`config.mk`:
```
export PLATFORM = sky130hd
export DESIGN_NAME = exe_stage
export DESIGN_NICKNAME = d
export VERILOG_FILES = /design/src/rtl/exe_stage.sv
export SDC_FILE = /design/constraint.sdc
export NUM_CORES = 1
export LEC_CHECK = 0
export CORE_ASPECT_RATIO = 1.2
export CORE_MARGIN = 8
export CORE_UTILIZATION = 26
export DETAILED_ROUTE_END_ITERATION = 12
export PLACE_DENSITY_LB_ADDON = 0.08
export SETUP_SLACK_MARGIN = 0.2
export SYNTH_ARGS = -nofsm -noshare
export SYNTH_HDL_FRONTEND = slang
export SYNTH_SLANG_ARGS = --single-unit
```
`constraint.sdc`:
```
create_clock -name clk -period 10 [get_ports clk]
set_clock_uncertainty 0.2 [all_clocks]
set_input_delay 1.5 -clock clk [delete_from_list [all_inputs] [get_ports clk]]
set_output_delay 1.5 -clock clk [all_outputs]
set_load 0.01 [all_outputs]
```
`src/rtl/exe_stage.sv`:
```
// ARM execute stage: Val2 generation, ALU, NZCV status register and branch target.
// Define EXE_MUL_EN to add the multi-cycle shift-add multiplier on EX_CMD 1010.
module exe_stage #(
  parameter int unsigned WORD_WIDTH            = 32,
  parameter int unsigned SIGNED_IMM_WIDTH      = 24,
  parameter int unsigned SHIFTER_OPERAND_WIDTH = 12
) (
  input  logic                             clk,
  input  logic                             rst,
  input  logic [3:0]                       EX_CMD,
  input  logic                             Imm,
  input  logic                             MEM_R_EN,
  input  logic                             MEM_W_EN,
  input  logic                             S,
  input  logic                             B,
  input  logic [WORD_WIDTH-1:0]            PC,
  input  logic [WORD_WIDTH-1:0]            Val_Rn,
  input  logic [WORD_WIDTH-1:0]            Val_Rm,
  input  logic [SHIFTER_OPERAND_WIDTH-1:0] shifter_operand,
  input  logic [SIGNED_IMM_WIDTH-1:0]      signed_immediate,
  output logic [WORD_WIDTH-1:0]            alu_result,
  output logic                             branch_taken,
  output logic [WORD_WIDTH-1:0]            branch_addr,
  output logic [3:0]                       status_register,
  output logic                             stall
);

  localparam logic [3:0] CmdMov = 4'b0001;
  localparam logic [3:0] CmdMvn = 4'b1001;
  localparam logic [3:0] CmdAdd = 4'b0010;
  localparam logic [3:0] CmdAdc = 4'b0011;
  localparam logic [3:0] CmdSub = 4'b0100;
  localparam logic [3:0] CmdSbc = 4'b0101;
  localparam logic [3:0] CmdAnd = 4'b0110;
  localparam logic [3:0] CmdOrr = 4'b0111;
  localparam logic [3:0] CmdEor = 4'b1000;

  logic [3:0]            status_q;
  logic [WORD_WIDTH-1:0] val2;
  logic [WORD_WIDTH-1:0] res;
  logic [WORD_WIDTH:0]   sum;
  logic                  c_new;
  logic                  v_new;
  logic                  flags_we;
  logic                  mul_done;
  logic [WORD_WIDTH-1:0] mul_product;

  function automatic logic [WORD_WIDTH-1:0] ror(input logic [WORD_WIDTH-1:0] x,
                                                input logic [4:0]            amt);
    return (x >> amt) | (x << (WORD_WIDTH - amt));
  endfunction

  assign branch_taken    = B;
  assign branch_addr     = PC + {{(WORD_WIDTH - SIGNED_IMM_WIDTH - 2){signed_immediate[SIGNED_IMM_WIDTH-1]}},
                                 signed_immediate, 2'b00};
  assign status_register = status_q;

  always_comb begin
    val2 = Val_Rm;
    if (MEM_R_EN || MEM_W_EN) begin
      val2 = {{(WORD_WIDTH - SHIFTER_OPERAND_WIDTH){1'b0}}, shifter_operand};
    end else if (Imm) begin
      val2 = ror({{(WORD_WIDTH - 8){1'b0}}, shifter_operand[7:0]}, {shifter_operand[11:8], 1'b0});
    end else begin
      unique case (shifter_operand[6:5])
        2'b00:   val2 = Val_Rm << shifter_operand[11:7];
        2'b01:   val2 = Val_Rm >> shifter_operand[11:7];
        2'b10:   val2 = WORD_WIDTH'($signed(Val_Rm) >>> shifter_operand[11:7]);
        default: val2 = ror(Val_Rm, shifter_operand[11:7]);
      endcase
    end
  end

  always_comb begin
    sum      = '0;
    res      = '0;
    c_new    = status_q[1];
    v_new    = status_q[0];
    flags_we = 1'b1;
    unique case (EX_CMD)
      CmdMov: res = val2;
      CmdMvn: res = ~val2;
      CmdAnd: res = Val_Rn & val2;
      CmdOrr: res = Val_Rn | val2;
      CmdEor: res = Val_Rn ^ val2;
      CmdAdd, CmdAdc: begin
        sum   = {1'b0, Val_Rn} + {1'b0, val2} +
                {{WORD_WIDTH{1'b0}}, (EX_CMD == CmdAdc) & status_q[1]};
        res   = sum[WORD_WIDTH-1:0];
        c_new = sum[WORD_WIDTH];
        v_new = (Val_Rn[WORD_WIDTH-1] == val2[WORD_WIDTH-1]) &&
                (res[WORD_WIDTH-1] != Val_Rn[WORD_WIDTH-1]);
      end
      CmdSub, CmdSbc: begin
        // Rn + ~Val2 + carry-in; carry out is the ARM not-borrow.
        sum   = {1'b0, Val_Rn} + {1'b0, ~val2} +
                {{WORD_WIDTH{1'b0}}, (EX_CMD == CmdSub) | status_q[1]};
        res   = sum[WORD_WIDTH-1:0];
        c_new = sum[WORD_WIDTH];
        v_new = (Val_Rn[WORD_WIDTH-1] != val2[WORD_WIDTH-1]) &&
                (res[WORD_WIDTH-1] != Val_Rn[WORD_WIDTH-1]);
      end
      default: flags_we = 1'b0;
    endcase
    if (mul_done) begin
      res      = mul_product;
      c_new    = status_q[1];
      v_new    = status_q[0];
      flags_we = 1'b1;
    end
  end

  assign alu_result = res;

`ifdef EXE_MUL_EN
  localparam logic [3:0]  CmdMul = 4'b1010;
  localparam int unsigned CntW   = $clog2(WORD_WIDTH);

  typedef enum logic [1:0] {StIdle, StBusy, StDone} mul_state_e;

  mul_state_e            state_q;
  logic [WORD_WIDTH-1:0] mcand_q;
  logic [WORD_WIDTH-1:0] mplier_q;
  logic [WORD_WIDTH-1:0] acc_q;
  logic [CntW-1:0]       count_q;

  always_ff @(posedge clk) begin
    if (rst) begin
      state_q  <= StIdle;
      mcand_q  <= '0;
      mplier_q <= '0;
      acc_q    <= '0;
      count_q  <= '0;
    end else begin
      unique case (state_q)
        StIdle: begin
          if (EX_CMD == CmdMul) begin
            mcand_q  <= Val_Rn;
            mplier_q <= val2;
            acc_q    <= '0;
            count_q  <= '0;
            state_q  <= StBusy;
          end
        end
        StBusy: begin
          if (mplier_q[0]) acc_q <= acc_q + mcand_q;
          mcand_q  <= mcand_q << 1;
          mplier_q <= mplier_q >> 1;
          count_q  <= count_q + 1'b1;
          if (count_q == CntW'(WORD_WIDTH - 1)) state_q <= StDone;
        end
        default: state_q <= StIdle;
      endcase
    end
  end

  assign stall       = !rst && (((state_q == StIdle) && (EX_CMD == CmdMul)) || (state_q == StBusy));
  assign mul_done    = (state_q == StDone);
  assign mul_product = acc_q;
`else
  assign stall       = 1'b0;
  assign mul_done    = 1'b0;
  assign mul_product = '0;
`endif

  always_ff @(posedge clk) begin
    if (rst) begin
      status_q <= 4'b0000;
    end else if (S && !stall && flags_we) begin
      status_q <= {res[WORD_WIDTH-1], ~|res, c_new, v_new};
    end
  end

endmodule
```
Word-level counts from Yosys, hierarchy flattened
Index checks and enable logic that the tools add are counted.
{"block": "classes", "n_addsub": 7, "n_eq_ne": 15, "n_shift": 6, "n_mux": 7, "bitwise": 8, "reduce_logical": 12}
{"op": "32-bit one-hot mux with 7 select lines", "n": 1}
{"op": "32-bit OR", "n": 3}
{"op": "32-bit one-hot mux with 3 select lines", "n": 1}
{"op": "32-bit by 32-bit adder with 33-bit output", "n": 2}
{"op": "33-bit by 1-bit adder with 33-bit output", "n": 2}
{"op": "32-bit 2-to-1 mux", "n": 2}
{"op": "32-bit adder", "n": 1}
{"op": "32-bit bitwise AND", "n": 1}
{"op": "32-bit inverter", "n": 1}
{"op": "32-bit OR reduction", "n": 1}
{"op": "32-bit by 32-bit left shift with 32-bit output", "n": 1}
{"op": "32-bit by 5-bit left shift with 32-bit output", "n": 1}
{"op": "8-bit by 32-bit left shift with 32-bit output", "n": 1}
{"op": "32-bit by 5-bit right shift with 32-bit output", "n": 1}
{"op": "8-bit by 5-bit right shift with 32-bit output", "n": 1}
{"op": "32-bit by 5-bit >>> shifter with 32-bit output", "n": 1}
{"op": "32-bit XOR", "n": 1}
{"op": "4-bit by 3-bit equality test with 1-bit output, second input constant", "n": 4}
{"op": "6-bit by 5-bit subtractor with 7-bit output, first input constant", "n": 2}
{"op": "9-bit OR reduction", "n": 1}
{"op": "4-bit by 2-bit equality test with 1-bit output, second input constant", "n": 2}
{"op": "4-bit equality test, second input constant", "n": 2}
{"op": "4-bit by 1-bit equality test with 1-bit output, second input constant", "n": 1}
{"op": "1-bit one-hot mux with 2 select lines", "n": 2}
{"op": "other kinds (14)", "n": 19}
{"block": "totals", "regBits": 4, "output_inout_bits": 70, "word_cells": 57}

Longest topological paths before layout
{"block": "logic_depth", "ltp_word": 12, "mapped_depth": 32, "depth_no_buf": 25}

Worst setup path before layout
OpenSTA, ideal clock, no wires.
{"block": "synth_path", "kind": "input to output", "startpoint": "in shifter_operand[9]", "endpoint": "out alu_result[29]", "t_arrival_ns": 7.667, "slack_ns": 0.633, "cell_stages": 26, "path_buffers": 6, "path_cell_list": "buf_6 -> inv_1 -> clkbuf_1 -> buf_2 -> buf_1 -> buf_1 -> ha_1 -> nor2b_1 -> clkbuf_1 -> nand3_1 -> a211oi_1 -> a32o_1 -> a211oi_1 -> a21oi_1 -> inv_1 -> ha_1 -> a211oi_1 -> o21ai_0 -> o22ai_1 -> o32ai_1 -> o21ai_0 -> o32a_1 -> o31ai_1 -> o41ai_1 -> a2111oi_0 -> o21ai_0"}
{"block": "synth_between", "elab_chain_cells": 10}
{"element": "start: declaration", "line_no": "19", "source": "input logic [SHIFTER_OPERAND_WIDTH-1:0] shifter_operand,"}
{"element": "6-bit by 5-bit subtractor with 7-bit output", "line_no": "50", "source": "return (x >> amt) | (x << (WORD_WIDTH - amt));"}
{"element": "32-bit by 32-bit left shift with 32-bit output", "line_no": "50"}
{"element": "32-bit OR", "line_no": "50"}
{"element": "32-bit one-hot mux with 3 select lines", "line_no": "65", "source": "unique case (shifter_operand[6:5])"}
{"element": "32-bit 2-to-1 mux", "line_no": "62", "source": "end else if (Imm) begin"}
{"element": "32-bit 2-to-1 mux (*)", "line_no": "60", "source": "if (MEM_R_EN || MEM_W_EN) begin"}
{"element": "32-bit inverter", "line_no": "82, 96"}
{"element": "32-bit by 32-bit adder with 33-bit output", "line_no": "96", "source": "sum = {1'b0, Val_Rn} + {1'b0, ~val2} +"}
{"element": "33-bit by 1-bit adder with 33-bit output", "line_no": "96"}
{"element": "32-bit one-hot mux with 7 select lines (*)", "line_no": "80", "source": "unique case (EX_CMD)"}
{"element": "end: declaration", "line_no": "21", "source": "output logic [WORD_WIDTH-1:0] alu_result,"}
Mark *: on every way between the ends. The rest lies on a longest branch, timed or not.

Final worst setup path
{"block": "layout_path", "startpoint": "in Val_Rm[21]", "endpoint": "out alu_result[31]"}
{"block": "layout_between", "elab_chain_cells": 9}
{"element": "start: declaration", "line_no": "18", "source": "input logic [WORD_WIDTH-1:0] Val_Rm,"}
{"element": "32-bit by 32-bit left shift with 32-bit output / 32-bit by 5-bit right shift with 32-bit output (equally long branches)", "line_no": "50, 67"}
{"element": "32-bit OR", "line_no": "50"}
{"element": "32-bit one-hot mux with 3 select lines (*)", "line_no": "65"}
{"element": "32-bit 2-to-1 mux (*)", "line_no": "62"}
{"element": "32-bit 2-to-1 mux (*)", "line_no": "60"}
{"element": "32-bit inverter", "line_no": "82, 96"}
{"element": "32-bit by 32-bit adder with 33-bit output", "line_no": "96"}
{"element": "33-bit by 1-bit adder with 33-bit output", "line_no": "96"}
{"element": "32-bit one-hot mux with 7 select lines (*)", "line_no": "80"}
Marked as above.

==> flow_metrics.tcl <==
set metrics [dict create \
    fillers 6633 \
    setup_slack_ns 0.3639 \
    cellLeakagePower_nw 8.114 \
    tightest_slew_ns 1.157 \
    postRouteAntennaNets 0 \
    preCtsSetupSlack_ns -0.007033 \
    path_buf_inv 4 \
    final.period_utilization_pct 96.36 \
    die_y_um 286.6 \
    synth_edf_count 0 \
    async_reset_ff_share_pct 0 \
    path_delay_family "compound AO/OA/AOI/OAI gates" \
    cts.path.max_buffers 2 \
    portBuffers 205 \
    multiInputGateArea_mm2 0.01446 \
    syn_nets 2542 \
    regArea_um2 80.08 \
    synth_top_cell_by_area "ha_1" \
    largest_reg_flops 4 \
    syn_area_mm2 0.01587 \
    maxCapViolCount 0 \
    drt_iter0_markers 2104 \
    status "finished, final reports clean" \
    finalPower_mw 1.449 \
    numCtsBuffers 3 \
    grt-ovfl-total 0 \
    synthFlopType "dfxtp_1" \
    hold_violations 0 \
    synth-seq-area-share_pct 0.5047 \
    core_mm2 0.06057 \
    grt_max_degree 84 \
    synthTopCellsByArea "ha_1 10%, mux2i_1 9.1%, mux4_2 8.8%" \
    finalSetupViolations 0 \
    ir_drop_uv 58.68 \
    critPathKind "input pin to output port" \
    rsz0062_at_grt "yes" \
    yosysWarnings 0 \
    maxSlewHeadroom_pct 22.69 \
    core.rowCount 99 \
    min_period_ns 9.636 \
    crit_arrival_ns 7.94 \
    die_w_um 241.5 \
    first_pass_iters 8 \
    slew_viol_final 0 \
    drc 0 \
    cts_hold_buffers 0 \
    detail_route.vias_per_cell 6.063 \
    cts_root_buffer "clkbuf_16" \
    num-nets-final 2779 \
    grt_pass1_vias 19900 \
    grt_use_total_pct 28.32 \
    clkSlewWorstSetupHoldPaths_ns 0.03 \
    synth_cells 2266 \
    cpPeakStageDelay_ns 0.57 \
    worst-path-max-fanout 10 \
    ys_ff_latch 4 \
    cts.htree.levels 1 \
    fp.dieArea_mm2 0.06922 \
    netlist.area_leader.share_pct 10.09 \
    grt_pass1_wl_mm 147.8 \
    synthToLayoutAreaGrowth_pct 25.92 \
    start_kind "input pin" \
    worstPathCellList "clkdlybuf4s50_1 > buf_4 > mux4_2 > mux2_2 > o21ai_2 > o221ai_2 > a211o_1 > o31a_1 > inv_1 > ha_2 > nor3_1 > o22a_1 > a211oi_2 > or4_1 > nand4_1 > a31o_2 > a21oi_1 > or4_1 > nand3_1 > a31oi_1 > nor2_1 > clkdlybuf4s50_1" \
    wl_mm 103.5 \
    cts_tree "built" \
    synth.avg_cell_area_um2 7.003 \
    ys_types 94 \
    via_count 20070 \
    io_pins 213 \
    hold_class "register to register" \
    clk-insertion-delay-late_ns 0.22 \
    cts_sinks 4 \
    required_ns 8.30 \
    max_freq_mhz 103.8 \
    dp.final_hpwl_mm 84.00 \
    start_util_pct 26.20 \
    drive_gt1_share_pct 16.63 \
    powerDensity_mw_per_mm2 72.53 \
    wl_per_cell_um 31.28 \
    gp_congestion 1.004 \
    crit_slowest_cell "or4_1" \
    worst_setup_path_end_kind "output port" \
    antenna_found_initial 1 \
]
## final timing paths
| path | slack [ns] | end | depth (start not counted) | startpoint |
|---|---|---|---|---|
| setup / recovery | 0.36 | alu_result[31] | 22 | Val_Rm[21] |
| hold / removal | 0.30 | status_register[0]$_SDFFE_PP0P_ | 2 | status_register[0]$_SDFFE_PP0P_ |
| setup reg to reg | 3.94 | status_register[2]$_SDFFE_PP0P_ | 18 | status_register[1]$_SDFFE_PP0P_ |
| hold reg to reg | 0.30 | status_register[0]$_SDFFE_PP0P_ | 2 | status_register[0]$_SDFFE_PP0P_ |
## synth_stat cells, types with 56 or more instances
library cell,n
nand2_1,199
a211oi_1,61
inv_1,127
o21ai_0,131
nor2_1,187
mux2_2,56
mux2i_1,144
nor3_1,59
mux4_2,62
a21oi_1,159
ha_1,128
nand3_1,69
clkbuf_1,129
## per-stage QoR
| stage | util [%] | setup TNS (ns) | cells | instance area [um2] | hold slack (ns) |
|---|---|---|---|---|---|
| final | 32.99 | 0 | 3310 | 19980 | 0.2955 |
| after global routing | 32.99 | 0 | 3310 | 19980 | 0.3383 |
| after CTS | 32.78 | 0 | 3306 | 19850 | 0.3033 |
| after detailed placement | 32.64 | -0.007033 | 3303 | 19770 | 0.2993 |
| after global placement | 32.64 | -0.01807 | 3303 | 19770 | 0.3050 |
| after floorplan | - | 0 | 2266 | 15870 | 0.3001 |
## layout by cell type, fill, tap and decap left out, types with 34 or more instances in the layout
| master | instances |
|---|---|
| a211oi_1 | 57 |
| a21oi_1 | 156 |
| a31oi_1 | 34 |
| buf_4 | 230 |
| clkdlybuf4s50_1 | 193 |
| ha_1 | 126 |
| inv_1 | 127 |
| mux2_2 | 56 |
| mux2i_1 | 144 |
| mux4_2 | 62 |
| nand2_1 | 199 |
| nand3_1 | 69 |
| nor2_1 | 185 |
| nor3_1 | 58 |
| o211ai_1 | 42 |
| o21ai_0 | 131 |
## per-layer routing
layer,GRT usage [%],share of wire [%],up-vias
met5,0,0,-
met4,16.99,7.2,0
met3,1.981,4.9,220
met2,49.14,48,934
met1,34.14,40,9851
li1,-,-,9064
## power by group
group | leakage [nW] | internal, mW | switching [mW] | total [mW]
clock network | 0.0370 | 0.0511 | 0.0113 | 0.0624
registers | 0.0324 | 0.0166 | 0.000353 | 0.0169
logic | 8.04 | 0.554 | 0.816 | 1.37
## worst min-delay path: stages, from the launching register on
cell,delay [ns]
dfxtp_1,0.30
nor2_1,0.09
a211oi_1,0.05
## layout make-up
class                      instances  area share (%)
antenna                            1         0.01252
clock buffer                       3          0.3757
inverter                         131           2.461
multi-input combinational       1925           72.39
sequential                         4          0.4008
tap                              808           5.060
timing repair buffer             438           19.30
## cells by family after synthesis
group / count (synthesis) / synth area share, %
AO/OA/AOI/OAI: 758 / 32.77
flip-flops: 4 / 0.5047
adder cells (fa/ha/maj): 133 / 10.72
buffers and inverters: 337 / 9.242
other: 1 / 0.02363
AND/OR/NAND/NOR: 720 / 21.93
XOR/XNOR: 50 / 2.878
multiplexers: 263 / 21.93
## repair_timing
item,4_1_cts,5_1_grt
buffers inserted,0,3
gates resized for setup,6,21
endpoints found under the setup margin,7,9
hold endpoints to repair,0,0
No activity file was read; power rests on OpenSTA's default activity.
